### src/rtl/cla_pkg.sv
// -----------------------------------------------------------------------------
// cla_pkg
// Shared constants and types for the nibble-serial CLA word sequencer.
//   NIBBLE_W : width of one pass through the shared carry-look-ahead adder
//   state_t  : sequencer FSM encoding (2'd3 is unused and recovers to IDLE)
// -----------------------------------------------------------------------------
package cla_pkg;

    localparam int NIBBLE_W = 4;

    typedef enum logic [1:0] {
        ST_IDLE = 2'd0,
        ST_RUN  = 2'd1,
        ST_DONE = 2'd2
    } state_t;

endpackage

### src/rtl/cla_word_sequencer_cla.sv
// -----------------------------------------------------------------------------
// carry_look_ahead
// 4-bit carry-look-ahead adder, purely combinational.
// Ports:
//   a_in, b_in [3:0] : operands
//   c_in             : carry into bit 0
//   sum_out [3:0]    : a_in + b_in + c_in, low 4 bits
//   carry_out        : carry out of bit 3
// -----------------------------------------------------------------------------
module carry_look_ahead (
    input  logic [3:0] a_in,
    input  logic [3:0] b_in,
    input  logic       c_in,
    output logic [3:0] sum_out,
    output logic       carry_out
);

    logic [3:0] w_g;
    logic [3:0] w_p;
    logic [4:0] w_c;

    assign w_g = a_in & b_in;
    assign w_p = a_in ^ b_in;

    // All carries expanded from c_in so no carry ripples between bits.
    assign w_c[0] = c_in;
    assign w_c[1] = w_g[0] | (w_p[0] & c_in);
    assign w_c[2] = w_g[1] | (w_p[1] & w_g[0]) | (w_p[1] & w_p[0] & c_in);
    assign w_c[3] = w_g[2] | (w_p[2] & w_g[1]) | (w_p[2] & w_p[1] & w_g[0])
                  | (w_p[2] & w_p[1] & w_p[0] & c_in);
    assign w_c[4] = w_g[3] | (w_p[3] & w_g[2]) | (w_p[3] & w_p[2] & w_g[1])
                  | (w_p[3] & w_p[2] & w_p[1] & w_g[0])
                  | (w_p[3] & w_p[2] & w_p[1] & w_p[0] & c_in);

    assign sum_out   = w_p ^ w_c[3:0];
    assign carry_out = w_c[4];

endmodule

### src/rtl/cla_word_sequencer.sv
// -----------------------------------------------------------------------------
// cla_word_sequencer
// Wide adder that time-shares one 4-bit carry-look-ahead adder over WIDTH/4
// nibbles, LS nibble first, with the carry registered between passes.
//
//   state   | meaning
//   --------+----------------------------------------------------------
//   IDLE    | ready_out=1, waiting for valid_in; operands captured on accept
//   RUN     | one nibble per cycle through the CLA, carry held in r_carry
//   DONE    | valid_out=1, result held until ready_in
//
// Ports:
//   clk_in, rst_in        : clock (rising edge), synchronous active-high reset
//   a_in, b_in, c_in      : operands and carry-in, sampled only on accept
//   valid_in / ready_out  : request handshake
//   sum_out, carry_out    : registered result
//   valid_out / ready_in  : result handshake
// -----------------------------------------------------------------------------
module cla_word_sequencer
    import cla_pkg::*;
#(
    parameter int WIDTH = 16
) (
    input  logic             clk_in,
    input  logic             rst_in,
    input  logic [WIDTH-1:0] a_in,
    input  logic [WIDTH-1:0] b_in,
    input  logic             c_in,
    input  logic             valid_in,
    output logic             ready_out,
    output logic [WIDTH-1:0] sum_out,
    output logic             carry_out,
    output logic             valid_out,
    input  logic             ready_in
);

    localparam int NIBBLES = WIDTH / NIBBLE_W;
    localparam int IDX_W   = (NIBBLES > 1) ? $clog2(NIBBLES) : 1;

    if (((WIDTH % NIBBLE_W) != 0) || (WIDTH < NIBBLE_W)) begin : g_bad_width
        $error("cla_word_sequencer: WIDTH must be a multiple of 4 and at least 4");
    end

    state_t               r_state;
    state_t               w_next;
    logic [WIDTH-1:0]     r_a;
    logic [WIDTH-1:0]     r_b;
    logic [WIDTH-1:0]     r_sum;
    logic                 r_carry;
    logic                 r_carry_out;
    logic [IDX_W-1:0]     r_idx;

    logic [NIBBLE_W-1:0]  w_a_nib;
    logic [NIBBLE_W-1:0]  w_b_nib;
    logic [NIBBLE_W-1:0]  w_cla_sum;
    logic                 w_cla_carry;
    logic                 w_accept;
    logic                 w_last;

    assign ready_out = (r_state == ST_IDLE);
    assign valid_out = (r_state == ST_DONE);
    assign sum_out   = r_sum;
    assign carry_out = r_carry_out;

    assign w_accept  = valid_in && ready_out;
    assign w_last    = (r_idx == IDX_W'(NIBBLES - 1));

    // Nibble select written as a constant-index mux so no select can reach
    // past the operand, even for the single-nibble configuration.
    always_comb begin
        w_a_nib = '0;
        w_b_nib = '0;
        for (int n = 0; n < NIBBLES; n++) begin
            if (r_idx == IDX_W'(n)) begin
                w_a_nib = r_a[n*NIBBLE_W +: NIBBLE_W];
                w_b_nib = r_b[n*NIBBLE_W +: NIBBLE_W];
            end
        end
    end

    carry_look_ahead u_cla (
        .a_in      (w_a_nib),
        .b_in      (w_b_nib),
        .c_in      (r_carry),
        .sum_out   (w_cla_sum),
        .carry_out (w_cla_carry)
    );

    always_comb begin
        w_next = r_state;
        case (r_state)
            ST_IDLE: if (w_accept) w_next = ST_RUN;
            ST_RUN:  if (w_last)   w_next = ST_DONE;
            ST_DONE: if (ready_in) w_next = ST_IDLE;
            default: w_next = ST_IDLE;
        endcase
    end

    always_ff @(posedge clk_in) begin
        if (rst_in) begin
            r_state <= ST_IDLE;
        end else begin
            r_state <= w_next;
        end
    end

    always_ff @(posedge clk_in) begin
        if (rst_in) begin
            r_a         <= '0;
            r_b         <= '0;
            r_sum       <= '0;
            r_carry     <= 1'b0;
            r_carry_out <= 1'b0;
            r_idx       <= '0;
        end else begin
            case (r_state)
                ST_IDLE: begin
                    if (w_accept) begin
                        r_a         <= a_in;
                        r_b         <= b_in;
                        r_carry     <= c_in;
                        r_sum       <= '0;
                        r_carry_out <= 1'b0;
                        r_idx       <= '0;
                    end
                end
                ST_RUN: begin
                    for (int n = 0; n < NIBBLES; n++) begin
                        if (r_idx == IDX_W'(n)) begin
                            r_sum[n*NIBBLE_W +: NIBBLE_W] <= w_cla_sum;
                        end
                    end
                    r_carry <= w_cla_carry;
                    // Final carry gets its own register so carry_out only
                    // ever shows a completed result.
                    if (w_last) begin
                        r_carry_out <= w_cla_carry;
                    end else begin
                        r_idx <= r_idx + IDX_W'(1);
                    end
                end
                default: ;
            endcase
        end
    end

endmodule
### config.mk
export PLATFORM = sky130hd
export DESIGN_NAME = cla_word_sequencer
export DESIGN_NICKNAME = d
export VERILOG_FILES = /design/src/rtl/cla_pkg.sv /design/src/rtl/cla_word_sequencer_cla.sv /design/src/rtl/cla_word_sequencer.sv
export SDC_FILE = /design/constraint.sdc
export NUM_CORES = 1
export LEC_CHECK = 0
export ABC_CLOCK_PERIOD_IN_PS = 4300
export CAP_MARGIN = 5
export CORE_MARGIN = 2
export CORE_UTILIZATION = 40
export DETAILED_ROUTE_END_ITERATION = 12
export PLACE_DENSITY = 0.66
export SLEW_MARGIN = 20
export SYNTH_ARGS = -nofsm -noshare
export SYNTH_HDL_FRONTEND = slang
export SYNTH_SLANG_ARGS = --single-unit
### constraint.sdc
create_clock -name clk_in -period 4.3 [get_ports clk_in]
set_input_delay 0.645 -clock clk_in [delete_from_list [all_inputs] [get_ports clk_in]]
set_output_delay 0.645 -clock clk_in [all_outputs]
set_load 0.02 [all_outputs]
==> results.sh <==
export IMPL_cts_buffer_depth=2
export IMPL_ys_seq_area_frac=0.426
export IMPL_cts_sinks=54
export IMPL_crit_start="r_idx[0]"
export IMPL_synthFlopType="dfxtp_1"
export IMPL_synth_cells=326
export IMPL_area_growth_synth_to_final_pct=25.2
export IMPL_htreeDepth=2
export IMPL_intPower_uw=782
export IMPL_worstSkewPairLatency_ns=0.31
export IMPL_io_buffer_count=55
export IMPL_syn_avg_cell_area_sq_um=7.78
export IMPL_status="finished clean"
export IMPL_post_cts_setup_buffers=0
export IMPL_endpoint="sum_out[11]"
export IMPL_first_pass_iters=4
export IMPL_yosys_register_bits=54
export IMPL_cts_hold_buf=0
export IMPL_track_usage=0.180
export IMPL_cts_tree="built"
export IMPL_hold_viol=0
export IMPL_async_flop_share=0
export IMPL_cp_start_kind="flop"
export IMPL_rsz0062_at_grt="no"
export IMPL_dieArea_sq_um=6990
export IMPL_path_max_fanout=20
export IMPL_ys_warn_count=0
export IMPL_r2r_setup_slack_ns=1.26
export IMPL_cts_resized=0
export IMPL_pwr_share_comb=0.175
export IMPL_fmax_mhz=329
export IMPL_cts_root_buf="clkbuf_8"
export IMPL_syn_nets=373
export IMPL_drt_initial_drc_count=105
export IMPL_worstRegToRegCells=10
export IMPL_die_x_um=83.6
export IMPL_worstPathArrival_ns=3.30
export IMPL_cts_buffers_inserted=5
export IMPL_grt_max_degree=44
export IMPL_max_cap_violations=0
export IMPL_power_frac_seq=0.509
export IMPL_path_clk_slew_ns=0.09
export IMPL_wl_per_cell_um=13.8
export IMPL_swShare=0.268
export IMPL_worstPathRequired_ns=4.55
export IMPL_vdd_drop_max_mv=0.174
export IMPL_grt_pass1_wl_um=10300
export IMPL_dp_cells=436
export IMPL_overflow=0
export IMPL_skew_ns=0.00511
export IMPL_drc=0
export IMPL_hold_class="reg -> reg"
export IMPL_num_fill_cells=630
export IMPL_grt_pass1_vias=2269
export IMPL_dp_hpwl_um=4320
export IMPL_start_util=0.406
export IMPL_p_leak_uw=0.00119
export IMPL_r2r_start="r_idx[0]"
export IMPL_period_needed_ns=3.04
export IMPL_fin_crit_sh=0.708
export IMPL_pwr_share_clk=0.316
export IMPL_finalNetCount=413
export IMPL_ios=56
export IMPL_diodes=0
export IMPL_slew_headroom=0.407
export IMPL_r2r_end="sum_out[11]"
export IMPL_drt_wl_total_um=6120
export IMPL_gp_congestion=0.846
export IMPL_p_per_area_nw_per_um2=336
export IMPL_antenna_found_initial=0
export IMPL_synth_edf_count=0
export IMPL_setup_viol=0
export IMPL_die_h_um=83.6
export IMPL_worst_slew_pin_slew_ns=0.889
export IMPL_worstSetupPathType="reg -> reg"
export IMPL_core_area_sq_um=6240
export IMPL_drv_slew=0
export IMPL_vias=2303
export IMPL_ant_nets=0
export IMPL_critical_path_endpoint_type="flop"
export IMPL_final_cells=444
export IMPL_p_sw_uw=286
export IMPL_netlist_cell_type_count=35
export IMPL_hold_ws_ns=0.463
export IMPL_viasPerCell=5.19
export IMPL_layout_drive_gt1_share=0.0354
export IMPL_tns_ns=0
export IMPL_synth_area_sq_um=2530
export IMPL_rows=29
==> power by group through the flow <==
stage | sequential, uW | combinational (uW) | clock [uW]
after floorplan | 553 | 119 | 0
after global placement | 554 | 183 | 0
after detailed placement | 555 | 187 | 0
after CTS | 543 | 188 | 344
after global routing | 547 | 208 | 366
final | 544 | 187 | 337
==> routing by layer <==
| layer | track usage | vias to the layer above | share of wire |
|---|---|---|---|
| li1 | - | 1184 | - |
| met1 | 0.223 | 1047 | 0.47 |
| met2 | 0.301 | 63 | 0.45 |
| met3 | 0.0435 | 9 | 0.058 |
| met4 | 0.0689 | 0 | 0.017 |
| met5 | 0 | - | 0 |
==> logic make-up (layout without fill, tap and decap cells) <==
kind of cell	Yosys count	count (layout)	synth area share
flip-flops	54	54	0.426
AO/OA/AOI/OAI	102	102	0.232
buffers and inverters	30	71	0.0587
adder cells (fa/ha/maj)	10	10	0.0523
AND/OR/NAND/NOR	127	127	0.220
XOR/XNOR	3	3	0.0104
==> stage by stage <==
stage | setup WS, ns | util | total power [uW] | area (sq um)
floorplan | 1.68 | - | 672 | 2530
global placement | 1.46 | 0.492 | 737 | 3070
detailed placement | 1.28 | 0.492 | 742 | 3070
CTS | 1.27 | 0.509 | 1080 | 3180
global route | 1.05 | 0.509 | 1120 | 3170
finish | 1.26 | 0.509 | 1070 | 3170
==> Yosys cell counts (6+ instances only) <==
library cell	n	area [sq um]
ha_1	9	113
a21oi_1	63	315
nor2_1	11	41.3
a32o_1	6	60.1
a21o_1	6	45.0
nand3b_1	6	45.0
dfxtp_1	54	1080
o21ai_0	16	80.1
buf_2	7	35.0
clkbuf_1	11	41.3
nand2_1	92	345
nor2b_1	6	37.5
inv_1	6	22.5
==> final cells by class <==
cell class | instances | area [sq um] | area share
tap | 77 | 96.3 | 0.0304
clock buffer | 5 | 68.8 | 0.0217
inverter | 6 | 22.5 | 0.00710
multi-input combinational | 242 | 1310 | 0.411
clock inverter | 3 | 40.0 | 0.0126
sequential | 54 | 1080 | 0.341
timing repair buffer | 57 | 561 | 0.177
==> worst max-delay path: stages, from the launching register on <==
cell	delay [ns]
dfxtp_1	0.43
ha_1	0.58
nor2b_1	0.11
a221oi_1	0.31
nor3_1	0.10
a21o_1	0.22
ha_1	0.31
a21oi_1	0.07
o21ai_0	0.26
xor2_1	0.37
a32o_1	0.22
==> flip-flops by register name, summed over array words and instances (netlist names) <==
signal and cells:
carry_out 1, sum_out 16, r_idx 2, r_carry 1, r_a 16, r_b 16
r_state 2
==> layout by cell type, fill, tap and decap left out, types with 5 or more instances in the layout <==
cell / n
nand3b_1: 6
a21o_1: 6
nor2b_1: 6
dfxtp_1: 54
nand2_1: 92
a32o_1: 6
inv_1: 6
a21oi_1: 63
o21ai_0: 16
clkdlybuf4s50_1: 54
nor2_1: 11
ha_1: 9
clkbuf_8: 5
==> how the worst min path moves through the flow <==
| stage | start | depth (start not counted) | slack (ns) | to |
|---|---|---|---|---|
| 6_report | r_a[14] | 2 | 0.46 | r_a[14] |
| 5_1_grt | sum_out[4] | 2 | 0.49 | sum_out[4] |
| 4_1_cts | r_b[8] | 2 | 0.46 | r_b[8] |
| 3_5_place_dp | r_b[8] | 2 | 0.45 | r_b[8] |
| 3_3_place_gp | sum_out[1] | 2 | 0.44 | sum_out[1] |
| 2_1_floorplan | r_a[0] | 2 | 0.43 | r_a[0] |
(Power assumes the default switching activity.)
